<file path="config.mk">
export PLATFORM = sky130hd
export DESIGN_NAME = move_pulse_gen
export DESIGN_NICKNAME = d
export VERILOG_FILES = /design/src/rtl/mpg_pkg.sv /design/src/rtl/axis_repeat.sv /design/src/rtl/move_pulse_gen.sv
export SDC_FILE = /design/constraint.sdc
export NUM_CORES = 1
export LEC_CHECK = 0
export CAP_MARGIN = 20
export CORE_ASPECT_RATIO = 1.75
export CORE_MARGIN = 4
export CORE_UTILIZATION = 55
export DETAILED_ROUTE_END_ITERATION = 7
export PLACE_DENSITY_LB_ADDON = 0.15
export SLEW_MARGIN = 10
export SYNTH_ARGS = -nofsm -noshare
export SYNTH_HDL_FRONTEND = slang
export SYNTH_SLANG_ARGS = --single-unit
</file>
<file path="constraint.sdc">
create_clock -name clk -period 4.4 [get_ports clk]
set_clock_uncertainty 0.05 [all_clocks]
set_input_delay 0.88 -clock clk [delete_from_list [all_inputs] [get_ports clk]]
set_output_delay 0.88 -clock clk [all_outputs]
set_load 0.005 [all_outputs]
</file>
<file path="src/rtl/mpg_pkg.sv">
// Shared constants for the movement pulse generator: movement bit map, axis FSM
// state encoding and per-axis request encoding.
package mpg_pkg;

  localparam logic [1:0] MV_RIGHT = 2'd3;
  localparam logic [1:0] MV_LEFT  = 2'd2;
  localparam logic [1:0] MV_DOWN  = 2'd1;
  localparam logic [1:0] MV_UP    = 2'd0;

  localparam logic [1:0] ST_IDLE   = 2'd0;
  localparam logic [1:0] ST_DELAY  = 2'd1;
  localparam logic [1:0] ST_REPEAT = 2'd2;

  localparam logic [1:0] REQ_NONE = 2'd0;
  localparam logic [1:0] REQ_POS  = 2'd1;
  localparam logic [1:0] REQ_NEG  = 2'd2;

  function automatic int unsigned max_u(input int unsigned a, input int unsigned b);
    return (a > b) ? a : b;
  endfunction

endpackage

</file>
<file path="src/rtl/axis_repeat.sv">
// One movement axis: press/hold/auto-repeat FSM with a down-counter, producing
// registered single-cycle step strobes for the positive and negative direction.
module axis_repeat
  import mpg_pkg::*;
#(
  parameter int unsigned DELAY_CYC  = 20,
  parameter int unsigned REPEAT_CYC = 5,
  parameter int unsigned CNT_W      = 5
) (
  input  logic clk,
  input  logic reset,
  input  logic btn_pos,
  input  logic btn_neg,
  output logic step_pos,
  output logic step_neg,
  output logic repeating
);

  localparam logic [CNT_W-1:0] DELAY_LOAD  = CNT_W'(DELAY_CYC - 1);
  localparam logic [CNT_W-1:0] REPEAT_LOAD = CNT_W'(REPEAT_CYC - 1);

  logic [1:0]       req;
  logic [1:0]       state_q, state_d;
  logic [1:0]       dir_q, dir_d;
  logic [CNT_W-1:0] cnt_q, cnt_d;
  logic             pos_q, pos_d;
  logic             neg_q, neg_d;
  logic             running;

  // Opposing presses cancel each other.
  always_comb begin
    case ({btn_pos, btn_neg})
      2'b10:   req = REQ_POS;
      2'b01:   req = REQ_NEG;
      default: req = REQ_NONE;
    endcase
  end

  assign running = (state_q == ST_DELAY) || (state_q == ST_REPEAT);

  always_comb begin
    state_d = state_q;
    dir_d   = dir_q;
    cnt_d   = cnt_q;
    pos_d   = 1'b0;
    neg_d   = 1'b0;
    if (req == REQ_NONE) begin
      state_d = ST_IDLE;
      cnt_d   = '0;
    end else if (!running || (req != dir_q)) begin
      // Fresh press, or a direct direction reversal treated as one.
      state_d = ST_DELAY;
      dir_d   = req;
      cnt_d   = DELAY_LOAD;
      pos_d   = (req == REQ_POS);
      neg_d   = (req == REQ_NEG);
    end else if (cnt_q == '0) begin
      state_d = ST_REPEAT;
      cnt_d   = REPEAT_LOAD;
      pos_d   = (dir_q == REQ_POS);
      neg_d   = (dir_q == REQ_NEG);
    end else begin
      cnt_d = cnt_q - CNT_W'(1);
    end
  end

  always_ff @(posedge clk or negedge reset) begin
    if (!reset) begin
      state_q <= ST_IDLE;
      dir_q   <= REQ_NONE;
      cnt_q   <= '0;
      pos_q   <= 1'b0;
      neg_q   <= 1'b0;
    end else begin
      state_q <= state_d;
      dir_q   <= dir_d;
      cnt_q   <= cnt_d;
      pos_q   <= pos_d;
      neg_q   <= neg_d;
    end
  end

  assign step_pos  = pos_q;
  assign step_neg  = neg_q;
  assign repeating = (state_q == ST_REPEAT);

endmodule

</file>
<file path="src/rtl/move_pulse_gen.sv">
// Converts debounced direction-button levels into single-cycle movement strobes
// with immediate first step and hold-to-auto-repeat, one independent FSM per axis.
module move_pulse_gen
  import mpg_pkg::*;
#(
  parameter int unsigned CLK_HZ    = 100_000_000,
  parameter int unsigned DELAY_MS  = 250,
  parameter int unsigned REPEAT_HZ = 60,
  parameter int unsigned SIMULATE  = 0
) (
  input  logic       clk,
  input  logic       reset,
  input  logic       enable,
  input  logic [3:0] btn_dir,
  output logic [3:0] movement,
  output logic [1:0] repeating
);

  localparam int unsigned DELAY_CYC  = (SIMULATE != 0) ? 20 : CLK_HZ / 1000 * DELAY_MS;
  localparam int unsigned REPEAT_CYC = (SIMULATE != 0) ? 5 : CLK_HZ / REPEAT_HZ;
  localparam int unsigned CNT_W      = $clog2(max_u(DELAY_CYC, REPEAT_CYC) + 1);

  logic [3:0] btn_en;
  logic       x_pos, x_neg, x_rep;
  logic       y_pos, y_neg, y_rep;

  // Disabling looks like no buttons pressed, forcing both axes to idle.
  assign btn_en = enable ? btn_dir : 4'b0000;

  axis_repeat #(
    .DELAY_CYC (DELAY_CYC),
    .REPEAT_CYC(REPEAT_CYC),
    .CNT_W     (CNT_W)
  ) u_axis_x (
    .clk      (clk),
    .reset    (reset),
    .btn_pos  (btn_en[MV_RIGHT]),
    .btn_neg  (btn_en[MV_LEFT]),
    .step_pos (x_pos),
    .step_neg (x_neg),
    .repeating(x_rep)
  );

  axis_repeat #(
    .DELAY_CYC (DELAY_CYC),
    .REPEAT_CYC(REPEAT_CYC),
    .CNT_W     (CNT_W)
  ) u_axis_y (
    .clk      (clk),
    .reset    (reset),
    .btn_pos  (btn_en[MV_DOWN]),
    .btn_neg  (btn_en[MV_UP]),
    .step_pos (y_pos),
    .step_neg (y_neg),
    .repeating(y_rep)
  );

  always_comb begin
    movement           = 4'b0000;
    movement[MV_RIGHT] = x_pos;
    movement[MV_LEFT]  = x_neg;
    movement[MV_DOWN]  = y_pos;
    movement[MV_UP]    = y_neg;
  end

  assign repeating = {x_rep, y_rep};

endmodule

</file>
==> reports/qor.yml <==
drt:
  avgViaCountPerCell: 5.84
  route.detailed.drc: 0
  dr.pass1.iters: 4
  routed_wl_um: 7230
  vias: 2529
  antenna_left: 0
  initialDrtViolationCount: 112
  wl_per_cell_um: 16.7
grt:
  grt_pass1_wl_um: 12500
  gr-usage-met2_pct: 40.8
  busiest_layer: "met2"
  grt_pass1_vias: 2653
  use_met3_pct: 4.84
  track_usage_pct: 22.0
  grtUsageMet1_pct: 22.8
  grt_max_degree: 38
  antenna_found_initial: 0
  overflow: 0
logic_synthesis:
  yosysTopAreaCell: "dfrtp_1"
  synthArstFlopShare_pct: 100
  synth_edf_count: 0
  ys_seq_area_share_pct: 46.0
  ys_types: 45
  synth_top_area_share_pct: 46.0
  synth_area_leaders: "dfrtp_1 (46%), xnor2_1 (5.7%), a21oi_1 (5.0%)"
  syn_area_sq_um: 3370
  synthFlopType: "dfrtp_1"
  syn-num-nets: 356
  yosys_warnings: 0
  synth-seq-cells: 62
  syn_inst: 337
  syn_area_per_cell_sq_um: 10.0
layout:
  fill_cells: 535
  multiInputGateArea_sq_um: 1700
  num_antenna_cells: 0
  regArea_sq_um: 1550
  syn_to_final_growth_pct: 10.9
  drive_gt1_share_pct: 11.5
  nNetsFinal: 369
timing:
  rsz0062_at_grt: "false"
  finalHoldViolations: 0
  period_minus_slack_ns: 2.98
  tightest_slew_ns: 0.822
  setup-violations-final: 0
  fin_crit_sh_pct: 67.6
  slew_headroom_pct: 45.2
  hold_slack_ns: 0.450
  finalSetupTns_ns: 0
  max_freq_mhz: 336
  slew_violations: 0
critical_path:
  crit_arrival_ns: 3.12
  path_class: "in2reg"
  worstSetupStartpointType: "input port"
  critPathLaunch: "enable"
  path_buf_inv: 2
  crit_fanout: 10
  path_depth: 8
  worstPathRequired_ns: 4.55
  path_cells: "clkdlybuf4s50_1 -> nand2_1 -> inv_1 -> ha_1 -> xor2_1 -> or3_1 -> nor2_1 -> a21oi_1"
  end_kind: "register"
  critPathSlowestCell: "or3_1"
  slowest_delay_ns: 0.50
  rr_startpoint: "u_axis_y.cnt_q[13]"
  ff2ff_path_depth: 4
  cp_top_family: "simple AND/OR/NAND/NOR gates"
cts:
  clock_latency_ns: 0.34
  ctsResizeCount: 0
  postCtsSetupBuffers: 0
  cts_tree: "built"
  cts_hold_buffers: 0
  clock-root-buffer: "clkbuf_8"
  numClockSinks: 62
  path_clk_slew_ns: 0.07
  cts_buffers: 9
  htree_num_levels: 3
  clock_path_buffers: 2
min_path:
  hp-start: "u_axis_y.cnt_q[0]"
  hold_path_class: "reg2reg"
  hold_depth: 1
place:
  place_congestion: 0.841
  port_buffers: 12
  dp_hpwl_um: 5370
floorplanning:
  die_y_um: 112
  coreArea_sq_um: 5930
  pin_count: 13
  initial_core_util_pct: 56.9
  fp.dieArea_sq_um: 7500
  die_w_um: 67.2
  placementRows: 37
run_status:
  status: "finished clean"
flow_run:
  maxCapViolCount: 0
pwr:
  peakVddDrop_mv: 0.277
  p_per_area_nw_per_um2: 399
  power_leakage_nw: 1.56
[where the power goes]
group | leakage (nW) | switching (mW) | internal [mW]
Sequential | 0.807 | 0.0660 | 0.625
Combinational | 0.657 | 0.177 | 0.128
Clock | 0.0914 | 0.236 | 0.262
[sequential cells by signal, indices dropped and copies added, names as in the netlist]
name / count
u_axis_x.cnt_q: 25
u_axis_y.cnt_q: 25
u_axis_x.dir_q: 2
u_axis_x.state_q: 2
u_axis_y.dir_q: 2
u_axis_y.state_q: 2
u_axis_x.step_neg: 1
u_axis_x.step_pos: 1
u_axis_y.step_neg: 1
u_axis_y.step_pos: 1
[final cells by class]
cell class	count	area share (%)
clock buffers	9	3.31
inverters	11	1.10
well taps	78	2.61
multi-input cells	249	45.4
flip-flops and latches	62	41.5
clock inverters	7	2.01
repair buffers	17	4.08
[per-stage QoR]
| stage | utilization [%] | cells | worst slack (ns) | power (mW) | area (sq um) |
|---|---|---|---|---|---|
| finish | 63.2 | 433 | 1.42 | 1.49 | 3740 |
| global route | 63.2 | 433 | 1.32 | 1.58 | 3740 |
| CTS | 63.2 | 433 | 1.41 | 1.51 | 3740 |
| detailed placement | 59.8 | 417 | 1.04 | 1.01 | 3540 |
| global placement | 59.8 | 417 | 1.14 | 1.00 | 3540 |
| floorplan | - | 337 | 1.86 | 0.915 | 3370 |
[cells in the mapped netlist (all sizes together) (3+ instances only)]
| master | count |
|---|---|
| clkbuf | 8 |
| mux2 | 4 |
| xnor2 | 22 |
| nor3 | 21 |
| inv | 11 |
| nor4 | 16 |
| nand4 | 7 |
| or4 | 5 |
| buf | 7 |
| o22ai | 3 |
| or2 | 3 |
| nor2 | 40 |
| o21ai | 5 |
| nand4b | 5 |
| xor2 | 18 |
| o21a | 4 |
| ha | 12 |
| a21oi | 34 |
| or3 | 5 |
| dfrtp | 62 |
| nand3 | 5 |
| nand2 | 21 |
| nor4b | 3 |
[routing by layer]
| metal | up-vias | part of all wire [%] |
|---|---|---|
| li1 | 1215 | - |
| met1 | 1263 | 36 |
| met2 | 38 | 60 |
| met3 | 13 | 2.1 |
| met4 | 0 | 1.8 |
| met5 | - | 0 |
[logic make-up (layout without fill, tap and decap cells)]
| logic type | after synthesis | count (layout) | synth area share [%] |
|---|---|---|---|
| AO/OA/AOI/OAI | 57 | 57 | 9.98 |
| XOR/XNOR | 40 | 40 | 10.4 |
| adder cells (fa/ha/maj) | 12 | 12 | 4.45 |
| buffers and inverters | 26 | 44 | 3.60 |
| flip-flops | 62 | 62 | 46.0 |
| multiplexers | 4 | 4 | 1.34 |
| AND/OR/NAND/NOR | 136 | 136 | 24.3 |
[cell usage in the layout (no fill, tap or decap), types with 11 or more instances in the layout]
| cell | Yosys | layout |
|---|---|---|
| nand2_1 | 20 | 20 |
| nor2_1 | 40 | 40 |
| dfrtp_1 | 62 | 62 |
| xnor2_1 | 22 | 22 |
| a21oi_1 | 34 | 34 |
| clkdlybuf4s50_1 | 0 | 11 |
| xor2_1 | 18 | 18 |
| ha_1 | 12 | 12 |
| inv_1 | 11 | 11 |
| nor3_1 | 18 | 18 |
[worst paths after layout]
| kind | slack, ns | to |
|---|---|---|
| worst min-delay path | 0.45 | u_axis_y.cnt_q[0] |
| min in group asynchronous | 0.57 | u_axis_x.cnt_q[21] |
| worst max-delay path | 1.42 | u_axis_x.cnt_q[14] |
| max in group asynchronous | 2.88 | u_axis_y.cnt_q[0] |
| worst min register to register | 0.45 | u_axis_y.cnt_q[0] |
| worst max register to register | 1.77 | u_axis_y.cnt_q[18] |
(Power assumes the default switching activity.)
